`config.mk`:
```
export PLATFORM = sky130hd
export DESIGN_NAME = imm_ext_pipe
export DESIGN_NICKNAME = d
export VERILOG_FILES = /design/src/rtl/imm_ext_pkg.sv /design/src/rtl/imm_decode.sv /design/src/rtl/imm_ext_pipe.sv
export SDC_FILE = /design/constraint.sdc
export NUM_CORES = 1
export LEC_CHECK = 0
export ABC_AREA = 0
export CELL_PAD_IN_SITES_DETAIL_PLACEMENT = 1
export CELL_PAD_IN_SITES_GLOBAL_PLACEMENT = 2
export CORE_MARGIN = 5
export CORE_UTILIZATION = 32
export DETAILED_ROUTE_END_ITERATION = 8
export PLACE_DENSITY = 0.83
export SETUP_SLACK_MARGIN = 0.3
export SKIP_LAST_GASP = 1
export SYNTH_ARGS = -nofsm -noshare
export SYNTH_HDL_FRONTEND = slang
export SYNTH_SLANG_ARGS = --single-unit
```
`constraint.sdc`:
```
create_clock -name clk -period 1.8 [get_ports clk]
set_input_delay 0.54 -clock clk [delete_from_list [all_inputs] [get_ports clk]]
set_output_delay 0.54 -clock clk [all_outputs]
set_load 0.05 [all_outputs]
```
`src/rtl/imm_ext_pkg.sv`:
```
// Shared encodings for the registered immediate extender: format selects,
// skid-buffer state and statistics counter width.
package imm_ext_pkg;

  localparam logic [2:0] IMM_I = 3'd0;
  localparam logic [2:0] IMM_S = 3'd1;
  localparam logic [2:0] IMM_B = 3'd2;
  localparam logic [2:0] IMM_U = 3'd3;
  localparam logic [2:0] IMM_J = 3'd4;

  localparam int NUM_FMT = 5;
  localparam int STAT_W  = 16;

  typedef enum logic [1:0] {
    EMPTY = 2'd0,
    ONE   = 2'd1,
    FULL  = 2'd2
  } skid_state_e;

  // Counters stick at all-ones instead of wrapping.
  function automatic logic [STAT_W-1:0] sat_inc(input logic [STAT_W-1:0] v);
    return (v == {STAT_W{1'b1}}) ? v : v + 1'b1;
  endfunction

endpackage

```
`src/rtl/imm_decode.sv`:
```
// Combinational RISC-V immediate decode (I/S/B/U/J) with sign extension to XLEN.
// Shared with the branch-target adder, so it carries no state.
module imm_decode
  import imm_ext_pkg::*;
#(
  parameter int XLEN = 32
) (
  input  logic [31:0]     instr_i,
  input  logic [2:0]      imm_src_i,
  output logic [XLEN-1:0] imm_o,
  output logic            illegal_o
);

  if (XLEN != 32 && XLEN != 64) begin : g_xlen_chk
    $error("imm_decode: XLEN must be 32 or 64");
  end

  logic        s;
  logic [31:0] imm32;

  assign s = instr_i[31];

  always_comb begin
    imm32     = '0;
    illegal_o = 1'b0;
    case (imm_src_i)
      IMM_I:   imm32 = {{20{s}}, instr_i[31:20]};
      IMM_S:   imm32 = {{20{s}}, instr_i[31:25], instr_i[11:7]};
      IMM_B:   imm32 = {{19{s}}, s, instr_i[7], instr_i[30:25], instr_i[11:8], 1'b0};
      IMM_U:   imm32 = {instr_i[31:12], 12'b0};
      IMM_J:   imm32 = {{11{s}}, s, instr_i[19:12], instr_i[20], instr_i[30:21], 1'b0};
      default: illegal_o = 1'b1;
    endcase
  end

  // Every format is already sign-correct at 32 bits, so widening is a plain
  // replication of bit 31 (this also gives U-type its upper bits on RV64).
  always_comb begin
    imm_o        = {XLEN{imm32[31]}};
    imm_o[31:0]  = imm32;
  end

endmodule

```
`src/rtl/imm_ext_pipe.sv`:
```
// Registered immediate extender with a 2-entry skid buffer between decode and execute.
// Optional per-format output counters are built when IMM_EXT_PIPE_STATS_EN is defined.
//
// state | meaning
// EMPTY | main empty, skid empty; in_ready=1, out_valid=0
// ONE   | main holds the output word, skid empty; in_ready=1, out_valid=1
// FULL  | main stalled, skid holds the next word; in_ready=0, out_valid=1
module imm_ext_pipe
  import imm_ext_pkg::*;
#(
  parameter int XLEN = 32,
  parameter int ILEN = 32
) (
  input  logic            clk,
  input  logic            rst,
  input  logic            in_valid,
  output logic            in_ready,
  input  logic [ILEN-1:0] instr,
  input  logic [2:0]      imm_src,
  output logic            out_valid,
  input  logic            out_ready,
  output logic [XLEN-1:0] imm_ext,
  output logic            imm_illegal
`ifdef IMM_EXT_PIPE_STATS_EN
  ,
  output logic [NUM_FMT*STAT_W-1:0] stat_cnt,
  output logic [STAT_W-1:0]         stat_illegal
`endif
);

  if (ILEN != 32) begin : g_ilen_chk
    $error("imm_ext_pipe: ILEN must be 32");
  end

  typedef struct packed {
`ifdef IMM_EXT_PIPE_STATS_EN
    logic [2:0]      src;
`endif
    logic            ill;
    logic [XLEN-1:0] imm;
  } entry_t;

  logic [XLEN-1:0] dec_imm;
  logic            dec_ill;
  entry_t          dec_entry;

  skid_state_e state_q, state_d;
  entry_t      main_q, main_d;
  entry_t      skid_q, skid_d;
  logic        in_ready_q;
  logic        out_valid_q;
  logic        in_fire;
  logic        out_fire;

  imm_decode #(.XLEN(XLEN)) u_decode (
    .instr_i   (instr),
    .imm_src_i (imm_src),
    .imm_o     (dec_imm),
    .illegal_o (dec_ill)
  );

  always_comb begin
    dec_entry     = '0;
    dec_entry.imm = dec_imm;
    dec_entry.ill = dec_ill;
`ifdef IMM_EXT_PIPE_STATS_EN
    dec_entry.src = imm_src;
`endif
  end

  // Both handshake qualifiers come from flops, so out_ready never reaches in_ready.
  assign in_fire  = in_valid && in_ready_q;
  assign out_fire = out_valid_q && out_ready;

  always_comb begin
    state_d = state_q;
    main_d  = main_q;
    skid_d  = skid_q;
    case (state_q)
      EMPTY: begin
        if (in_fire) begin
          main_d  = dec_entry;
          state_d = ONE;
        end
      end
      ONE: begin
        if (in_fire && out_fire) begin
          main_d = dec_entry;
        end else if (in_fire) begin
          skid_d  = dec_entry;
          state_d = FULL;
        end else if (out_fire) begin
          state_d = EMPTY;
        end
      end
      FULL: begin
        if (out_fire) begin
          main_d  = skid_q;
          state_d = ONE;
        end
      end
      default: state_d = EMPTY;
    endcase
  end

  always_ff @(posedge clk or negedge rst) begin
    if (!rst) begin
      state_q     <= EMPTY;
      main_q      <= '0;
      skid_q      <= '0;
      in_ready_q  <= 1'b0;
      out_valid_q <= 1'b0;
    end else begin
      state_q     <= state_d;
      main_q      <= main_d;
      skid_q      <= skid_d;
      in_ready_q  <= (state_d != FULL);
      out_valid_q <= (state_d != EMPTY);
    end
  end

  assign in_ready    = in_ready_q;
  assign out_valid   = out_valid_q;
  assign imm_ext     = main_q.imm;
  assign imm_illegal = main_q.ill;

`ifdef IMM_EXT_PIPE_STATS_EN
  logic [STAT_W-1:0] cnt_q [NUM_FMT];
  logic [STAT_W-1:0] ill_cnt_q;

  always_ff @(posedge clk or negedge rst) begin
    if (!rst) begin
      for (int f = 0; f < NUM_FMT; f++) cnt_q[f] <= '0;
      ill_cnt_q <= '0;
    end else if (out_fire) begin
      if (main_q.ill) begin
        ill_cnt_q <= sat_inc(ill_cnt_q);
      end else begin
        for (int f = 0; f < NUM_FMT; f++) begin
          if (main_q.src == 3'(f)) cnt_q[f] <= sat_inc(cnt_q[f]);
        end
      end
    end
  end

  always_comb begin
    stat_cnt = '0;
    for (int f = 0; f < NUM_FMT; f++) stat_cnt[f*STAT_W +: STAT_W] = cnt_q[f];
  end

  assign stat_illegal = ill_cnt_q;
`endif

endmodule

```
# --- Word level (Yosys, flattened, before mapping) ---
# Cells that the tools add are included.
word_totals:
  wordCells: 40
  inputBits: 39
  output_inout_bits: 35
  reg_bits: 70
op_classes:
  n_reduce_logical: 10
  muxes: 12
  eq_ne: 10
  bitwise_logic: 1
ops:
  columns: ["op", "n"]
  rows:
  - ["32-bit one-hot mux with 5 select lines", 1]
  - ["33-bit 2-to-1 mux", 3]
  - ["33-bit one-hot mux with 3 select lines", 1]
  - ["2-bit 2-to-1 mux", 5]
  - ["2-bit != test (second input constant)", 4]
  - ["3-bit by 2-bit equality test with 1-bit output (second input constant)", 2]
  - ["2-bit one-hot mux with 3 select lines", 1]
  - ["5-bit OR reduction", 1]
  - ["4-bit AND reduction", 1]
  - ["3-bit by 1-bit equality test with 1-bit output (second input constant)", 1]
  - ["3-bit equality test (second input constant)", 1]
  - ["1-bit logical AND", 3]
  - ["3-bit logical NOT", 1]
  - ["3-bit AND reduction", 1]
  - ["3-bit nonzero test", 1]
  - ["2-bit by 1-bit equality test with 1-bit output (second input constant)", 1]
  - ["2-bit equality test (second input constant)", 1]
  - ["2-bit logical NOT", 1]
  - ["2-bit nonzero test", 1]
  - ["1-bit 2-to-1 mux", 1]
  - ["1-bit NOT", 1]

# --- Longest topological paths before layout ---
logic_depth:
  ltp_word: 6
  ltp_mapped: 7

# --- Hierarchy ---
# A second synthesis with hierarchy kept.
unflattened:
  hier_cells: 290
  area_unflattened_um2: 3797.4
modules_own_cells:
  columns: ["mod", "cells_each", "seq_area_each_um2", "n_inst", "area_each_um2"]
  rows:
  - ["imm_ext_pipe", 196, 1751.7, 1, 3251.9]
  - ["imm_decode", 94, 0.0, 1, 545.5]

# --- Worst setup path after synthesis ---
# OpenSTA, ideal clock, no wires.
synth_timing:
  kind: "register -> register"
  startpoint: "reg in_ready_q, in the netlist in_ready"
  endpoint: "reg skid_q[18] (netlist bit)"
  n_path_buf: 2
  required_time_ns: 1.681
  t_arrival_ns: 1.632
  period_less_slack_ns: 1.750
  setup_ns: 0.119
  stages_incl_launch_ff: 7
  setup_slack_ns: 0.050
  path_cell_list: "dfrtp_1 > and3b_2 > and3_1 > buf_2 > buf_2 > o211ai_1 > o21a_1"
synth_between:
  elab_chain_len: 4
synth_lines:
  columns: ["element", "line", "rtl"]
  rows:
  - ["start, declared", "imm_ext_pipe.sv:50", "logic in_ready_q;"]
  - ["start signal, assigned", "imm_ext_pipe.sv:117", "in_ready_q <= (state_d != FULL);"]
  - ["1-bit logical AND *", "imm_ext_pipe.sv:72", "assign in_fire = in_valid && in_ready_q;"]
  - ["1-bit logical AND", "imm_ext_pipe.sv:87", "if (in_fire && out_fire) begin"]
  - ["1-bit NOT (no line)", null, null]
  - ["3-bit AND reduction (no line) *", null, null]
  - ["end signal, assigned", "imm_ext_pipe.sv:116", "skid_q <= skid_d;"]
  - ["end, declared", "imm_ext_pipe.sv:49", "entry_t skid_q, skid_d;"]
# Mark *: on every way between the ends. The rest lies on a longest branch, timed or not.
# A chain may end at the register's enable or synchronous reset.

# --- Worst setup path in the final report ---
layout_timing:
  startpoint: "reg in_ready_q, in the netlist in_ready"
  endpoint: "reg main_q (netlist bit imm_ext[14])"
layout_between:
  elab_chain_len: 4
  word_cells_on_any_way: 5
  classes_between: "eq/ne: 2; reduce/logical: 3"
layout_lines:
  columns: ["element", "line", "rtl"]
  rows:
  - ["1-bit logical AND *", "imm_ext_pipe.sv:72", null]
  - ["1-bit logical AND", "imm_ext_pipe.sv:87", null]
  - ["2-bit != test (no line)", null, null]
  - ["4-bit AND reduction (no line) *", null, null]
  - ["end signal, assigned", "imm_ext_pipe.sv:115", "main_q <= main_d;"]
  - ["end, declared", "imm_ext_pipe.sv:48", "entry_t main_q, main_d;"]
# Marked as above.

==> out/qor.csv <==
metric;value;unit
share_seq_of_total_power;27.3;%
post-route-min-period;1.74;ns
timing.final.ws_setup;0.0592;ns
endpoints_failing_setup;0;
cts.reportedPaths.clkPinSlew;0.06;ns
post_drt_via_cell_ratio;5.41;
hold_viol;0;
status;finished clean;
share_of_post_route_cells_with_drive_strength_above_1;40.5;%
internal_power;0.00643;W
design.core.area;11300;sq um
p_switching;0.00418;W
synthesis.area_per_instance;9.80;sq um
synth_area;3650;sq um
post-route-period-util;96.7;%
synth_cell_types;41;
worstPathRequired;2.02;ns
timing.fmax;574;MHz
drt-pass1-iter-count;4;
synth_top_cells_by_area;sky130_fd_sc_hd__dfrtp_1 (48%), sky130_fd_sc_hd__mux2_4 (8.2%), sky130_fd_sc_hd__nand2_1 (6.9%), sky130_fd_sc_hd__a21oi_1 (3.8%), sky130_fd_sc_hd__nor2_1 (3.0%);
yosys_synthesis_warning_count;0;
fp-row-count;39;
synth.yosys.seq_area_share;48.0;%
timing.max_slew.rel_slack;71.5;%
pin_count;74;
worst_setup_path_category;reg2reg;
first_pass_grt_wire_length;20100;um
cts-hold-fix-buffers;0;
die_width;117;um
largest_net_degree_at_the_start_of_global_routing;32;
report.power.total;0.0106;W
nets;535;
skew;0.00624;ns
cts_max_level;3;
grt_pass1_vias;3786;
switching_share;39.4;%
antenna_cells_inserted;0;
clk_root_buffer_cell;sky130_fd_sc_hd__clkbuf_16;
final.hold.worst_slack;0.136;ns
detailedPlace.worstSlack;-0.497;ns
grt_setup_unrepaired;yes;
static-leakage-power;2.65;nW
yosysMostFrequentCell;sky130_fd_sc_hd__dfrtp_1;
drc_errors;0;
highest_ir_drop_seen_on_vdd;0.000844;V
die_area;13600;sq um
drt_iter0_drc;215;
drv_cap;0;
post_synthesis_async_set_or_reset_flop_share;100;%
antenna_found_initial;0;
synth_area_leader_cell;sky130_fd_sc_hd__dfrtp_1;
fin_cells;644;
cellPowerDensity;1740;nW/um^2
dp.final_hpwl;7760;um
synth-seq-cells;70;
syn2layout_area_growth;67.4;%
dp_cells;592;
synthFlopType;sky130_fd_sc_hd__dfrtp_1;
setup_crit_end_kind;register;
start_kind;register;
critical_path.max_fanout;5;
fp.dieH;117;um
numPortBuffers;66;
drtAntennaViolNets;0;
place_congestion;0.821;
power.combinational.fraction;55.6;%
cts-buffers-inserted;9;
synth_enable_flop_cells;0;
globalRouteTotalUtil;19.2;%
post_synth_inst_count;372;
routed_wirelength;13300;um
initial_core_util;32.4;%
clockBufferDepth;2;
mappedNetlistNets;411;
globalRouteOverflowTotal;0;
cts_num_sinks;70;
crit_arrival;1.96;ns
wire_per_inst;20.6;um
synth_top_cell_area_share;48.0;%
clock_network_power_share;17.1;%
cts_tree;done;
maxSlewViolCount;0;
max_slew.worst_pin.slew;0.428;ns
num_vias;3486;
post_synth_most_frequent_cells;sky130_fd_sc_hd__dfrtp_1 (70), sky130_fd_sc_hd__nand2_1 (67), sky130_fd_sc_hd__nor2_1 (29);
postLayoutCoreUtil;54.2;%
worst_hold_path_type;in2async;
clk_latency;0.34;ns
## through the flow
step	cell area, sq um	TNS [ns]
finish	6100	0
global route	6100	0
CTS	5880	0
detailed placement	5060	-21.71
global placement	5060	-19.51
floorplan	3720	0
## area by class of cell
| class | count | area (sq um) |
|---|---|---|
| well taps | 143 | 179 |
| flip-flops and latches | 70 | 1760 |
| clock inverters | 6 | 61.3 |
| clock buffers | 10 | 239 |
| multi-input cells | 272 | 1980 |
| inverters | 2 | 7.51 |
| fillers | 1173 | 5170 |
| repair buffers | 141 | 1880 |
## flip-flops by register name, summed over array words and instances (netlist names)
register,cells
skid_q,33
imm_ext,32
state_q,2
imm_illegal,1
in_ready,1
out_valid,1
## layout by cell type (no fill, tap or decap), types with 2 or more instances in the layout
| cell | instances |
|---|---|
| sky130_fd_sc_hd__nor3b_1 | 4 |
| sky130_fd_sc_hd__o221ai_1 | 8 |
| sky130_fd_sc_hd__mux2_4 | 20 |
| sky130_fd_sc_hd__nand3_1 | 12 |
| sky130_fd_sc_hd__o211ai_1 | 8 |
| sky130_fd_sc_hd__nand2_1 | 66 |
| sky130_fd_sc_hd__buf_12 | 46 |
| sky130_fd_sc_hd__buf_4 | 47 |
| sky130_fd_sc_hd__a31oi_2 | 3 |
| sky130_fd_sc_hd__nor2b_4 | 2 |
| sky130_fd_sc_hd__dfrtp_2 | 3 |
| sky130_fd_sc_hd__mux2i_1 | 2 |
| sky130_fd_sc_hd__inv_1 | 2 |
| sky130_fd_sc_hd__dfrtp_1 | 67 |
| sky130_fd_sc_hd__nor2b_1 | 4 |
| sky130_fd_sc_hd__a31oi_1 | 3 |
| sky130_fd_sc_hd__a211oi_2 | 4 |
| sky130_fd_sc_hd__nand2b_4 | 2 |
| sky130_fd_sc_hd__a31oi_4 | 2 |
| sky130_fd_sc_hd__dlygate4sd2_1 | 6 |
| sky130_fd_sc_hd__clkdlybuf4s15_2 | 2 |
| sky130_fd_sc_hd__nor2_1 | 26 |
| sky130_fd_sc_hd__nor4bb_1 | 6 |
| sky130_fd_sc_hd__nor2_2 | 2 |
| sky130_fd_sc_hd__buf_6 | 10 |
| sky130_fd_sc_hd__a21oi_2 | 5 |
| sky130_fd_sc_hd__nor2_4 | 2 |
| sky130_fd_sc_hd__o31ai_2 | 6 |
| sky130_fd_sc_hd__o31ai_4 | 5 |
| sky130_fd_sc_hd__clkinv_2 | 3 |
| sky130_fd_sc_hd__a21oi_1 | 23 |
| sky130_fd_sc_hd__o21ai_1 | 14 |
| sky130_fd_sc_hd__o21ai_0 | 12 |
| sky130_fd_sc_hd__clkbuf_16 | 11 |
| sky130_fd_sc_hd__buf_16 | 4 |
| sky130_fd_sc_hd__o21a_1 | 9 |
| sky130_fd_sc_hd__and2_4 | 2 |
| sky130_fd_sc_hd__o21ai_2 | 2 |
| sky130_fd_sc_hd__clkdlybuf4s50_1 | 20 |
## layer usage
metal / routed length, um / GRT usage, % / up-vias
met1: 5570 / 23.5 / 1790
met4: 295 / 6.96 / 0
li1: - / - / 1579
met3: 468 / 2.54 / 27
met2: 6950 / 34.2 / 90
met5: 0 / 0 / -
## cell families after synthesis
logic type                 count (synthesis)  synth area share, %
muxes                                     23                 9.09
buffers and inverters                     32                 5.04
adders and majority gates                  1                0.309
DFF                                       70                 48.0
AOI/OAI and AO/OA                        109                 19.9
and+or+nand+nor                          137                 17.7
## critical path: stages (launching register included)
cell and delay (ns):
sky130_fd_sc_hd__dfrtp_2 0.40, sky130_fd_sc_hd__and3b_2 0.26, sky130_fd_sc_hd__o21bai_4 0.17, sky130_fd_sc_hd__nand2_4 0.11, sky130_fd_sc_hd__buf_12 0.15, sky130_fd_sc_hd__buf_12 0.12
sky130_fd_sc_hd__buf_16 0.13, sky130_fd_sc_hd__mux2_4 0.29
## power groups by stage
| stage | registers (W) | clock network, W | logic (W) |
|---|---|---|---|
| final | 0.00290 | 0.00181 | 0.00590 |
| after detailed placement | 0.00289 | 0 | 0.00475 |
| after floorplan | 0.00373 | 0 | 0.00178 |
| after CTS | 0.00288 | 0.00183 | 0.00550 |
| after global routing | 0.00297 | 0.00189 | 0.00617 |
| after global placement | 0.00285 | 0 | 0.00465 |
## timing repair
item                       CTS  global route
gates resized for setup     65            20
pin swaps                   23             5
buffers inserted            19             7
hold endpoints to repair     0             0
setup endpoints to repair   66            68
gates cloned                 6             4
## final timing paths
kind | startpoint | endpoint | slack [ns] | cells after the start
setup / recovery | in_ready | imm_ext[14] | 0.06 | 7
hold / removal | rst | skid_q[15] | 0.14 | 1
setup reg to reg | in_ready | imm_ext[14] | 0.06 | 7
hold reg to reg | skid_q[2] | skid_q[2] | 0.49 | 2
max in group asynchronous | rst | imm_ext[9] | 1.14 | 2
min in group clk | skid_q[2] | skid_q[2] | 0.49 | 2
(Power assumes the default switching activity.)
